<file path="src/rtl/pipeline_hazard_ctrl_if.sv">
// Hazard-control bundle between the pipeline datapath and the hazard unit.
// The master side (datapath) supplies decode/execute status, and the slave side
// (hazard unit) returns the stall, flush and freeze controls.
interface pipeline_hazard_ctrl_if;
   logic [4:0]  id_rs;
   logic [4:0]  id_rt;
   logic        id_uses_rt;
   logic        ex_memread;
   logic [4:0]  ex_wr_reg;
   logic        ex_md_start;
   logic        id_redirect;
   logic        pc_write;
   logic        ifid_write;
   logic        ifid_flush;
   logic        idex_bubble;
   logic        ex_hold;
   logic        md_done;
   logic [15:0] stall_cnt;

   modport master (
      output id_rs, id_rt, id_uses_rt, ex_memread, ex_wr_reg, ex_md_start, id_redirect,
      input  pc_write, ifid_write, ifid_flush, idex_bubble, ex_hold, md_done, stall_cnt
   );

   modport slave (
      input  id_rs, id_rt, id_uses_rt, ex_memread, ex_wr_reg, ex_md_start, id_redirect,
      output pc_write, ifid_write, ifid_flush, idex_bubble, ex_hold, md_done, stall_cnt
   );
endinterface

</file>
<file path="src/rtl/pipeline_hazard_ctrl.sv">
// Hazard controller for a 5-stage pipeline. It detects load-use hazards and
// redirect flushes, and it freezes the pipeline while a multi-cycle mul/div
// instruction occupies EX. It also keeps a saturating count of PC-stall cycles.
module pipeline_hazard_ctrl #(
   parameter int MD_LAT = 8
) (
   input  logic clk,
   input  logic reset,
   pipeline_hazard_ctrl_if.slave bus
);

   typedef enum logic {IDLE, MD_BUSY} state_t;

   localparam logic [3:0] MD_LOAD = 4'(MD_LAT - 1);

   state_t      state, state_nxt;
   logic [3:0]  md_cnt, md_cnt_nxt;
   logic        md_done_q, md_done_nxt;
   logic [15:0] stall_cnt_q;
   logic        md_start_q;
   logic        load_use;
   logic        frozen;

   // Saturating increment so the stall counter sticks at its maximum.
   function automatic logic [15:0] sat_inc(input logic [15:0] v);
      return (v == 16'hFFFF) ? v : v + 16'd1;
   endfunction

   // Hazard detection. A new mul/div start is recognised only from IDLE and
   // never in the md_done cycle, so the instruction held in EX can advance.
   always_comb begin
      md_start_q = bus.ex_md_start && (state == IDLE) && !md_done_q;
      load_use   = bus.ex_memread && (bus.ex_wr_reg != 5'd0) &&
                   ((bus.ex_wr_reg == bus.id_rs) ||
                    (bus.id_uses_rt && (bus.ex_wr_reg == bus.id_rt)));
      frozen     = (state == MD_BUSY) || md_start_q;
   end

   // Next-state logic for the mul/div freeze sequencer.
   always_comb begin
      state_nxt   = state;
      md_cnt_nxt  = md_cnt;
      md_done_nxt = 1'b0;
      case (state)
         IDLE: begin
            if (md_start_q) begin
               if (MD_LAT > 1) begin
                  state_nxt  = MD_BUSY;
                  md_cnt_nxt = MD_LOAD;
               end else begin
                  md_done_nxt = 1'b1;
               end
            end
         end
         MD_BUSY: begin
            if (md_cnt == 4'd1) begin
               state_nxt   = IDLE;
               md_cnt_nxt  = 4'd0;
               md_done_nxt = 1'b1;
            end else begin
               md_cnt_nxt = md_cnt - 4'd1;
            end
         end
         default: begin
            state_nxt  = IDLE;
            md_cnt_nxt = 4'd0;
         end
      endcase
   end

   // Pipeline control outputs with priority freeze > load-use > redirect > normal.
   // All controls are held low while reset is asserted.
   always_comb begin
      bus.pc_write    = 1'b1;
      bus.ifid_write  = 1'b1;
      bus.ifid_flush  = 1'b0;
      bus.idex_bubble = 1'b0;
      bus.ex_hold     = 1'b0;
      if (reset) begin
         bus.pc_write   = 1'b0;
         bus.ifid_write = 1'b0;
      end else if (frozen) begin
         bus.pc_write   = 1'b0;
         bus.ifid_write = 1'b0;
         bus.ex_hold    = 1'b1;
      end else if (load_use) begin
         bus.pc_write    = 1'b0;
         bus.ifid_write  = 1'b0;
         bus.idex_bubble = 1'b1;
      end else if (bus.id_redirect) begin
         bus.ifid_flush = 1'b1;
      end
   end

   // Sequencer state, the done pulse and the stall counter. Reset aborts any freeze.
   always_ff @(posedge clk or posedge reset) begin
      if (reset) begin
         state       <= IDLE;
         md_cnt      <= 4'd0;
         md_done_q   <= 1'b0;
         stall_cnt_q <= 16'd0;
      end else begin
         state     <= state_nxt;
         md_cnt    <= md_cnt_nxt;
         md_done_q <= md_done_nxt;
         if (!bus.pc_write)
            stall_cnt_q <= sat_inc(stall_cnt_q);
      end
   end

   assign bus.md_done   = md_done_q;
   assign bus.stall_cnt = stall_cnt_q;

endmodule

</file>
<file path="src/flat_wrapper.sv">
// flat-port wrapper written by rule: the top's interface ports become plain ports
module pipeline_hazard_ctrl_flat 
#(
   parameter int MD_LAT = 8
)
  (clk, reset, bus_id_rs, bus_id_rt, bus_id_uses_rt, bus_ex_memread, bus_ex_wr_reg, bus_ex_md_start, bus_id_redirect, bus_pc_write, bus_ifid_write, bus_ifid_flush, bus_idex_bubble, bus_ex_hold, bus_md_done, bus_stall_cnt);
  pipeline_hazard_ctrl_if bus_i ();
  input  logic clk;
  input  logic reset;
  input wire logic [$bits(bus_i.id_rs)-1:0] bus_id_rs;
  input wire logic [$bits(bus_i.id_rt)-1:0] bus_id_rt;
  input wire logic [$bits(bus_i.id_uses_rt)-1:0] bus_id_uses_rt;
  input wire logic [$bits(bus_i.ex_memread)-1:0] bus_ex_memread;
  input wire logic [$bits(bus_i.ex_wr_reg)-1:0] bus_ex_wr_reg;
  input wire logic [$bits(bus_i.ex_md_start)-1:0] bus_ex_md_start;
  input wire logic [$bits(bus_i.id_redirect)-1:0] bus_id_redirect;
  output wire logic [$bits(bus_i.pc_write)-1:0] bus_pc_write;
  output wire logic [$bits(bus_i.ifid_write)-1:0] bus_ifid_write;
  output wire logic [$bits(bus_i.ifid_flush)-1:0] bus_ifid_flush;
  output wire logic [$bits(bus_i.idex_bubble)-1:0] bus_idex_bubble;
  output wire logic [$bits(bus_i.ex_hold)-1:0] bus_ex_hold;
  output wire logic [$bits(bus_i.md_done)-1:0] bus_md_done;
  output wire logic [$bits(bus_i.stall_cnt)-1:0] bus_stall_cnt;
  assign bus_i.id_rs = bus_id_rs;
  assign bus_i.id_rt = bus_id_rt;
  assign bus_i.id_uses_rt = bus_id_uses_rt;
  assign bus_i.ex_memread = bus_ex_memread;
  assign bus_i.ex_wr_reg = bus_ex_wr_reg;
  assign bus_i.ex_md_start = bus_ex_md_start;
  assign bus_i.id_redirect = bus_id_redirect;
  assign bus_pc_write = bus_i.pc_write;
  assign bus_ifid_write = bus_i.ifid_write;
  assign bus_ifid_flush = bus_i.ifid_flush;
  assign bus_idex_bubble = bus_i.idex_bubble;
  assign bus_ex_hold = bus_i.ex_hold;
  assign bus_md_done = bus_i.md_done;
  assign bus_stall_cnt = bus_i.stall_cnt;
  pipeline_hazard_ctrl #(.MD_LAT(MD_LAT)) u_core (.clk(clk), .reset(reset), .bus(bus_i));
endmodule
</file>
<file path="config.mk">
export PLATFORM = sky130hd
export DESIGN_NAME = pipeline_hazard_ctrl_flat
export DESIGN_NICKNAME = d
export VERILOG_FILES = /design/src/rtl/pipeline_hazard_ctrl_if.sv /design/src/rtl/pipeline_hazard_ctrl.sv /design/src/flat_wrapper.sv
export SDC_FILE = /design/constraint.sdc
export NUM_CORES = 1
export LEC_CHECK = 0
export CORE_MARGIN = 3
export CORE_UTILIZATION = 40
export CTS_BUF_LIST = sky130_fd_sc_hd__clkbuf_4
export CTS_CLUSTER_SIZE = 10
export DETAILED_ROUTE_END_ITERATION = 10
export PLACE_DENSITY = 0.82
export REMOVE_ABC_BUFFERS = 1
export SLEW_MARGIN = 15
export SYNTH_ARGS = -nofsm -noshare
export SYNTH_HDL_FRONTEND = slang
export SYNTH_SLANG_ARGS = --single-unit
</file>
<file path="constraint.sdc">
create_clock -name clk -period 2 [get_ports clk]
set_input_delay 0.3 -clock clk [delete_from_list [all_inputs] [get_ports clk]]
set_output_delay 0.3 -clock clk [all_outputs]
set_load 0.005 [all_outputs]
</file>
==> results of run 1 <==
## per-stage QoR
stage | TNS (ns) | power (uW)
after floorplan | 0 | 1075
after global placement | -5.519 | 1464
after detailed placement | -6.506 | 1497
after CTS | 0 | 1696
after global routing | -0.03503 | 1861
final | 0 | 1724
## power by group
group | internal, uW | total, uW | switching, uW
Sequential | 578 | 704 | 126
Combinational | 492 | 824 | 332
Clock | 70.2 | 196 | 126
Total | 1140 | 1720 | 583
## worst max-delay path, stage by stage
cell,delay (ns)
clkdlybuf4s50_1,0.48
xor2_1,0.16
nor2_1,0.07
a32oi_2,0.25
o21bai_4,0.08
inv_2,0.07
and2_4,0.13
buf_6,0.08
## area by class of cell
class                      count  area share (%)
clock buffer                   3           1.174
inverter                       6           1.174
multi-input combinational     99           37.90
sequential                    22           28.70
tap                           44           2.870
timing repair buffer          61           28.18
## cells by family after synthesis
group | synth area share [%]
multiplexers | 4.549
buffers and inverters | 3.981
XOR/XNOR | 11.94
AO/OA/AOI/OAI | 11.28
adder cells (fa/ha/maj) | 2.844
flip-flops | 41.71
AND/OR/NAND/NOR | 23.70
## layer usage
metal	global-route usage, %	up-vias
met2	27.12	41
met5	0	-
met3	2.852	4
li1	-	589
met1	23.35	545
met4	4.043	0
## timing repair
action / in CTS / in global routing
hold buffers: 0 / 0
pin swaps: 7 / 5
hold endpoints to repair: 0 / 0
gates resized for setup: 31 / 8
setup buffers: 2 / 2
setup endpoints to repair: 12 / 8
## state kept, by name, summed over array words and instances (netlist names)
| register | flops |
|---|---|
| u_core.state | 1 |
| u_core.md_cnt | 4 |
| u_core.bus.stall_cnt | 16 |
| u_core.bus.md_done | 1 |
## worst max-delay path by stage
stage                             from                       to  slack (ns)  cells after the start
6_report                  bus_id_rs[3]           bus_ifid_flush        0.06                      8
3_5_place_dp          bus_ex_wr_reg[3]           bus_ifid_flush       -0.61                      7
4_1_cts                   bus_id_rs[3]           bus_ifid_flush      0.0004                      8
5_1_grt        u_core.bus.stall_cnt[1]  u_core.bus.stall_cnt[2]       -0.03                      7
3_3_place_gp          bus_ex_wr_reg[3]           bus_ifid_flush       -0.55                      7
2_1_floorplan  u_core.bus.stall_cnt[0]  u_core.bus.stall_cnt[1]        0.07                      6
## cells in the mapped netlist (all sizes together) (2+ instances only)
cell type / number
xor2: 10
a31oi: 2
mux2: 5
nor2b: 3
dfrtp: 22
nand3: 7
ha: 3
nand4: 8
inv: 6
and3: 6
buf: 3
o21ai: 4
a21oi: 4
nand2: 10
nor2: 6
nor3: 6
xnor2: 8
and2: 3
==> impl_metrics.tcl, run 1 <==
set metrics [dict create \
    cts_tree "built" \
    num_rows 20 \
    dr_wl_met2_microns 1483 \
    fin_ws_ns 0.05673 \
    grt-ovfl-total 0 \
    coreArea_sq_um 3103 \
    grt_setup_unrepaired "yes" \
    viasPerCell 5.017 \
    finalCriticalPeriod_ns 1.943 \
    drv_slew 0 \
    hold_viol_final 0 \
    antenna_cells 0 \
    vias 1179 \
    mostFrequentLayoutCells "clkdlybuf4s50_1 (25), dfrtp_1 (22), buf_4 (18)" \
    drt_first_pass_iters 4 \
    path_clk_slew_ns 0.11 \
    setup_viol 0 \
    ys_warn_count 0 \
    top_layer "met4" \
    drt-met1-wl_microns 1490 \
    netlist_instances 130 \
    port_buffers 42 \
    synthTopCellsByArea "dfrtp_1 (42%), xor2_1 (6.6%), xnor2_1 (5.3%), nand4_1 (3.8%), mux2_1 (3.4%)" \
    crit_path_max_fanout 3 \
    dp_cells 228 \
    reg2reg_to "u_core.bus.stall_cnt[1]" \
    cts_sinks 22 \
    post-place-ws_ns -0.6137 \
    ys_ff_latch 22 \
    async_reset_ff_share_pct 100.0 \
    powerDensity_nw_per_um2 898.6 \
    ys_types 36 \
    fin_nets 217 \
    multi_input_area_sq_um 726.9 \
    peakVddDrop_v 0.0004336 \
    start_util_pct 42.54 \
    r2r-start "u_core.bus.stall_cnt[1]" \
    grt_pass1_vias 1169 \
    fmax_mhz 514.6 \
    grt_first_pass_wirelength_microns 5457 \
    first_iter_violations 42 \
    synth_ff_type "dfrtp_1" \
    crit_arrival_ns 1.64 \
    slew_headroom_pct 75.50 \
    synth_top_area_share_pct 41.71 \
    wl_microns 3192 \
    clock_latency_ns 0.30 \
    yosysTopAreaCell "dfrtp_1" \
    final_common_cell "clkdlybuf4s50_1" \
    antenna_found_initial 0 \
    reg2regPathDepth 6 \
    period_share_pct 97.16 \
    layout.cells.non_filler 235 \
    area_delta_synth_final_pct 45.31 \
    dp_hpwl_microns 2545 \
    whs_ns 0.3761 \
    die_h_microns 63.45 \
    setup.worst_path.start_class "input pin" \
    r2r_slack_ns 0.11 \
    dieArea_sq_um 4025 \
    maxCapViolations 0 \
    worst_pin_slew_ns 0.3666 \
    stdcell_area_sq_um 1918 \
    wl_met3_microns 186 \
    cts_root_buffer "clkbuf_4" \
    grt_max_degree 23 \
    ios 43 \
    final_layout_size_suffix_gt1_share_pct 20.94 \
    placed_cell_area_sq_um 1878 \
    gp_congestion 0.8795 \
    dieWidth_microns 63.45 \
    skew_ns 0.001455 \
    worst_hold_path_type "in2async" \
    clock_path_buffers 2 \
    nFillCells 273 \
    crit_path_end_kind "output pin" \
    path_class "in2out" \
    cp.required_ns 1.70 \
    status "finished, final reports clean" \
    numCtsBuffers 3 \
    regArea_sq_um 550.5 \
    syn_area_sq_um 1320 \
    synth_edf_count 0 \
    avgRoutedWirePerCell_microns 13.58 \
    drc 0 \
    synth_area_per_cell_sq_um 10.15 \
    yosysSeqAreaShare_pct 41.71 \
    ant_nets 0 \
    htree_levels 1 \
    grt_util_all_layers_pct 16.76 \
    p_leak_uw 0.0008520 \
    fin_util_pct 61.81 \
]
No activity file was read; power rests on OpenSTA's default activity.
==> run 2: changes to the inputs <==
--- a/config.mk
+++ b/config.mk
@@ -5,12 +5,11 @@
 export SDC_FILE = /design/constraint.sdc
 export NUM_CORES = 1
 export LEC_CHECK = 0
-export CORE_MARGIN = 3
 export CORE_UTILIZATION = 40
 export CTS_BUF_LIST = sky130_fd_sc_hd__clkbuf_4
 export CTS_CLUSTER_SIZE = 10
 export DETAILED_ROUTE_END_ITERATION = 10
-export PLACE_DENSITY = 0.82
+export PLACE_DENSITY = 0.71
 export REMOVE_ABC_BUFFERS = 1
 export SLEW_MARGIN = 15
 export SYNTH_ARGS = -nofsm -noshare
==> constraint.sdc (replaced) <==
create_clock -name clk -period 2 [get_ports clk]
set_input_delay 0.4 -clock clk [delete_from_list [all_inputs] [get_ports clk]]
set_output_delay 0.4 -clock clk [all_outputs]
set_load 0.005 [all_outputs]
==> run 2 against run 1 <==
Effect of this change:
- the flow now finishes with violations (setup timing)
- cell count unchanged
- largest cell class unchanged
- power down 0.35%
- setup slack worse by 0.075 ns
- die area down 12%
- cell area up 1.2%
- wire length up 3.7%
- hold slack better by 0.096 ns
- flip-flop and latch count unchanged
- global-route usage up 3.3 points
- sequential power up 1%
==> impl_metrics.tcl, run 2 (same netlist as run 1, synthesis figures left out) <==
set metrics [dict create \
    worst_pin_slew_ns 0.3915 \
    final_layout_size_suffix_gt1_share_pct 26.70 \
    fin_ws_ns -0.01794 \
    setup_viol 2 \
    clock_latency_ns 0.30 \
    setup.worst_path.start_class "input pin" \
    worst_hold_path_type "in2async" \
    powerDensity_nw_per_um2 884.5 \
    grt_max_degree 23 \
    cts_tree "built" \
    p_leak_uw 0.0008541 \
    clock_path_buffers 2 \
    grt_pass1_vias 1198 \
    slew_headroom_pct 73.85 \
    antenna_cells 0 \
    hold_viol_final 0 \
    maxCapViolations 0 \
    drc 0 \
    path_clk_slew_ns 0.12 \
    gp_congestion 0.7998 \
    fmax_mhz 495.6 \
    drv_slew 0 \
    grt-ovfl-total 0 \
    htree_levels 1 \
    num_rows 20 \
    finalCriticalPeriod_ns 2.018 \
    dieWidth_microns 59.45 \
    die_h_microns 59.45 \
    cts_root_buffer "clkbuf_4" \
    area_delta_synth_final_pct 47.11 \
    crit_path_end_kind "output pin" \
    cp.required_ns 1.60 \
    drt_first_pass_iters 4 \
    cts_sinks 22 \
    fin_nets 216 \
    post-place-ws_ns -0.8063 \
    viasPerCell 5.051 \
    ios 43 \
    violations "setup timing" \
    skew_ns 0.002054 \
    crit_path_max_fanout 3 \
    grt_first_pass_wirelength_microns 5237 \
    grt_setup_unrepaired "yes" \
    path_class "in2out" \
    dieArea_sq_um 3534 \
    tns_ns -0.01911 \
    largest_register_ffs 16 \
    status "finished, violations left" \
    crit_arrival_ns 1.62 \
    peakVddDrop_v 0.0005447 \
    wl_microns 3311 \
    coreArea_sq_um 3103 \
    antenna_found_initial 0 \
    vias 1187 \
    mostFrequentLayoutCells "clkdlybuf4s50_1 (22), dfrtp_1 (22), buf_4 (16)" \
    grt_util_all_layers_pct 20.04 \
    ant_nets 0 \
    first_iter_violations 30 \
    dp_hpwl_microns 2511 \
    nFillCells 302 \
    port_buffers 42 \
    numCtsBuffers 3 \
    start_util_pct 42.54 \
    period_share_pct 100.9 \
    avgRoutedWirePerCell_microns 14.09 \
]
run 2: cell count changes in the layout (fill, tap and decap cells not counted), sizes merged:
cell and change:
buf +8, clkdlybuf4s50 -3, clkbuf -2, clkdlybuf4s15 -2, clkinv +1, dlygate4sd2 -1, dlymetal6s2s -1
run 2: cell type report:
cell class                      instances  area (sq um)  area share [%]
Clock buffer                            3         22.52           1.160
Clock inverter                          1         3.754          0.1933
Inverter                                6         22.52           1.160
Multi-Input combinational cell         99         762.0           39.24
Sequential cell                        22         550.5           28.35
Tap cell                               44         55.05           2.835
Timing Repair Buffer                   60         525.5           27.06
run 2: final timing paths:
check                                         from                      end  slack [ns]  cells past startpoint
min                                          reset             u_core.state        0.47                      3
min reg2reg                u_core.bus.stall_cnt[6]  u_core.bus.stall_cnt[6]        0.53                      1
max in group asynchronous                    reset  u_core.bus.stall_cnt[4]        1.30                      3
min in group clk           u_core.bus.stall_cnt[6]  u_core.bus.stall_cnt[6]        0.53                      1
max                               bus_ex_wr_reg[2]           bus_ifid_flush       -0.02                      7
max reg2reg                u_core.bus.stall_cnt[1]  u_core.bus.stall_cnt[1]        0.10                      6
run 2: power breakdown:
group          leakage, uW  internal, uW  switching [uW]
Sequential        0.000279           578             133
Clock            0.0000154          72.7             128
Combinational     0.000560           472             334
Total             0.000854          1120             595
run 2: stage by stage:
stage | power [uW] | std cells | hold slack [ns] | util (%) | area [sq um]
after floorplan | 1075 | 127 | 0.3975 | - | 1290
after global placement | 1449 | 227 | 0.5023 | 60.28 | 1871
after detailed placement | 1487 | 227 | 0.5112 | 60.28 | 1871
after CTS | 1716 | 234 | 0.4787 | 61.37 | 1904
after global routing | 1856 | 235 | 0.5073 | 62.58 | 1942
final | 1718 | 235 | 0.4725 | 62.58 | 1942
run 2: worst max-delay path, stage by stage:
cell	delay, ns
buf_6	0.10
or4_4	0.55
o21ai_4	0.21
o21bai_4	0.09
inv_2	0.06
and2_1	0.11
buf_2	0.10
run 2: routing by layer:
layer / wire length (microns) / share of wire [%] / track usage (%)
met2: 1649 / 50 / 35.15
met5: 0 / 0 / 0
met3: 202 / 6.1 / 3.712
met1: 1413 / 43 / 23.93
met4: 46 / 1.4 / 8.163
run 2: repair_timing:
action                     in CTS  in global routing
pin swaps                      16                  5
hold buffers                    0                  0
setup endpoints to repair      19                  8
buffers inserted                3                  1
gates resized for setup        67                 10
==> run 3: changes to the inputs <==
--- a/config.mk
+++ b/config.mk
@@ -11,6 +11,7 @@
 export DETAILED_ROUTE_END_ITERATION = 10
 export PLACE_DENSITY = 0.71
 export REMOVE_ABC_BUFFERS = 1
+export SETUP_SLACK_MARGIN = 0.4
 export SLEW_MARGIN = 15
 export SYNTH_ARGS = -nofsm -noshare
 export SYNTH_HDL_FRONTEND = slang
==> run 3 against run 2 <==
Effect of this change:
- the flow now finishes without violations
- cell area up 17%
- clock power up 10%
- die area unchanged
- sequential share of layout area down 4.0 points
- sequential power about the same
==> impl_metrics.tcl, run 3 (same netlist as run 1, synthesis figures left out) <==
set metrics [dict create \
    status "finished, final reports clean" \
    gp_congestion 0.7998 \
    final_common_cell "buf_4" \
    start_util_pct 42.54 \
    finalPower_uw 1978 \
    dieWidth_microns 59.45 \
    tns_ns 0 \
    r2r-start "u_core.bus.stall_cnt[0]" \
    cp.required_ns 1.60 \
    r2r_slack_ns 0.11 \
    dp_cells 227 \
    largest_register_ffs 16 \
    num_rows 20 \
    layout.cells.non_filler 264 \
    finalCriticalPeriod_ns 1.974 \
    first_iter_violations 38 \
    grt_setup_unrepaired "yes" \
    slowest_delay_ns 0.54 \
    final_layout_size_suffix_gt1_share_pct 44.55 \
    avgRoutedWirePerCell_microns 16.64 \
    hold_viol_final 0 \
    cts_sinks 22 \
    slowest_stage "or4_4" \
    area_delta_synth_final_pct 71.66 \
    drc 0 \
    clock_path_buffers 2 \
    peakVddDrop_v 0.0005285 \
    clock_latency_ns 0.33 \
    period_share_pct 98.69 \
    grt-busiest-layer "met2" \
    fin_nets 245 \
    grt-ovfl-total 0 \
    maxCapViolations 0 \
    crit_chain "buf_6, or4_4, o21ai_4, o21bai_4, inv_2, and2_1, buf_2" \
    mostFrequentLayoutCells "buf_4 (42), dlygate4sd2_1 (21), dfrtp_1 (21)" \
    crit_path_end_kind "output pin" \
    cp_top_family "simple AND/OR/NAND/NOR gates" \
    worst_hold_path_type "in2async" \
    crit_arrival_ns 1.57 \
    p_leak_uw 0.001139 \
    fin_ws_ns 0.02621 \
    grt.met2_usage_pct 47.83 \
    setup_viol 0 \
    antenna_cells 0 \
    ios 43 \
    port_buffers 42 \
    post-place-ws_ns -0.8063 \
    crit_buf_inv 3 \
    cts_root_buffer "clkbuf_4" \
    cts_tree "built" \
    vias 1383 \
    path_class "in2out" \
    grtUsageMet3_pct 4.148 \
    grt_first_pass_wirelength_microns 6775 \
    fmax_mhz 506.6 \
    dieArea_sq_um 3534 \
    coreArea_sq_um 3103 \
    slew_headroom_pct 71.60 \
    wl_microns 4393 \
    setup.worst_path.start_class "input pin" \
    grt_util_all_layers_pct 25.96 \
    drt_first_pass_iters 4 \
    worst_pin_slew_ns 0.4251 \
    reg2regPathDepth 6 \
    use_met1_pct 28.91 \
    skew_ns 0.001619 \
    crit_path_max_fanout 3 \
    drv_slew 0 \
    viasPerCell 5.239 \
    antenna_found_initial 0 \
    grt_pass1_vias 1461 \
    ant_nets 0 \
    die_h_microns 59.45 \
    path_clk_slew_ns 0.13 \
    numCtsBuffers 3 \
    dp_hpwl_microns 2511 \
    reg2reg_to "u_core.bus.stall_cnt[1]" \
    htree_levels 1 \
    grt_max_degree 23 \
    ctsHoldBuffers 0 \
    powerDensity_nw_per_um2 873.1 \
]
==> run 3: metal layers <==
metal,vias up,share of wire [%]
met4,0,3.0
met3,16,6.0
li1,647,-
met1,664,39
met2,56,52
met5,-,0
==> run 3: cell type report <==
| cell class | instances | area (sq um) |
|---|---|---|
| clock inverters | 1 | 3.754 |
| flip-flops and latches | 22 | 551.8 |
| well taps | 44 | 55.05 |
| fillers | 242 | 837.1 |
| clock buffers | 3 | 22.52 |
| inverters | 6 | 22.52 |
| multi-input cells | 99 | 844.6 |
| repair buffers | 89 | 765.7 |
==> run 3: worst reg2reg max path, delay by kind of cell (launching register included) <==
family                   cells  cell delay (ns)
adder cells (fa/ha/maj)      1             0.16
flip-flops                   1             0.41
multiplexers                 1             0.31
AND/OR/NAND/NOR              4             0.91
==> run 3: timing repair <==
item | CTS | global route
endpoints found under the hold margin | 0 | 0
pin swaps | 22 | 15
setup endpoints to repair | 37 | 24
setup buffers | 27 | 5
gates cloned | 1 | 0
resized for setup | 105 | 16
==> run 3: report_power, final <==
group          leakage (uW)  total [uW]  internal (uW)  switching, uW
Clock             0.0000154         221           73.4            148
Combinational      0.000847        1050            600            446
Sequential         0.000277         711            578            133
==> run 3: worst max path at each step <==
stage	startpoint	endpoint	slack, ns	cells past startpoint
floorplan	bus_ex_wr_reg[3]	bus_ifid_flush	0.01	6
global placement	bus_ex_wr_reg[3]	bus_ifid_flush	-0.76	7
detailed placement	bus_ex_wr_reg[3]	bus_ifid_flush	-0.81	7
CTS	bus_id_rt[1]	bus_ifid_flush	-0.02	8
global route	bus_id_rt[3]	bus_ifid_flush	-0.09	8
finish	bus_ex_wr_reg[3]	bus_ifid_flush	0.03	7
==> run 3: per-stage QoR <==
step	utilization (%)	hold WS [ns]	area, sq um
6_report	73.02	0.4427	2266
3_3_place_gp	60.28	0.5023	1871
5_1_grt	73.02	0.4863	2266
3_5_place_dp	60.28	0.5112	1871
4_1_cts	69.76	0.4779	2165
2_1_floorplan	-	0.3975	1290
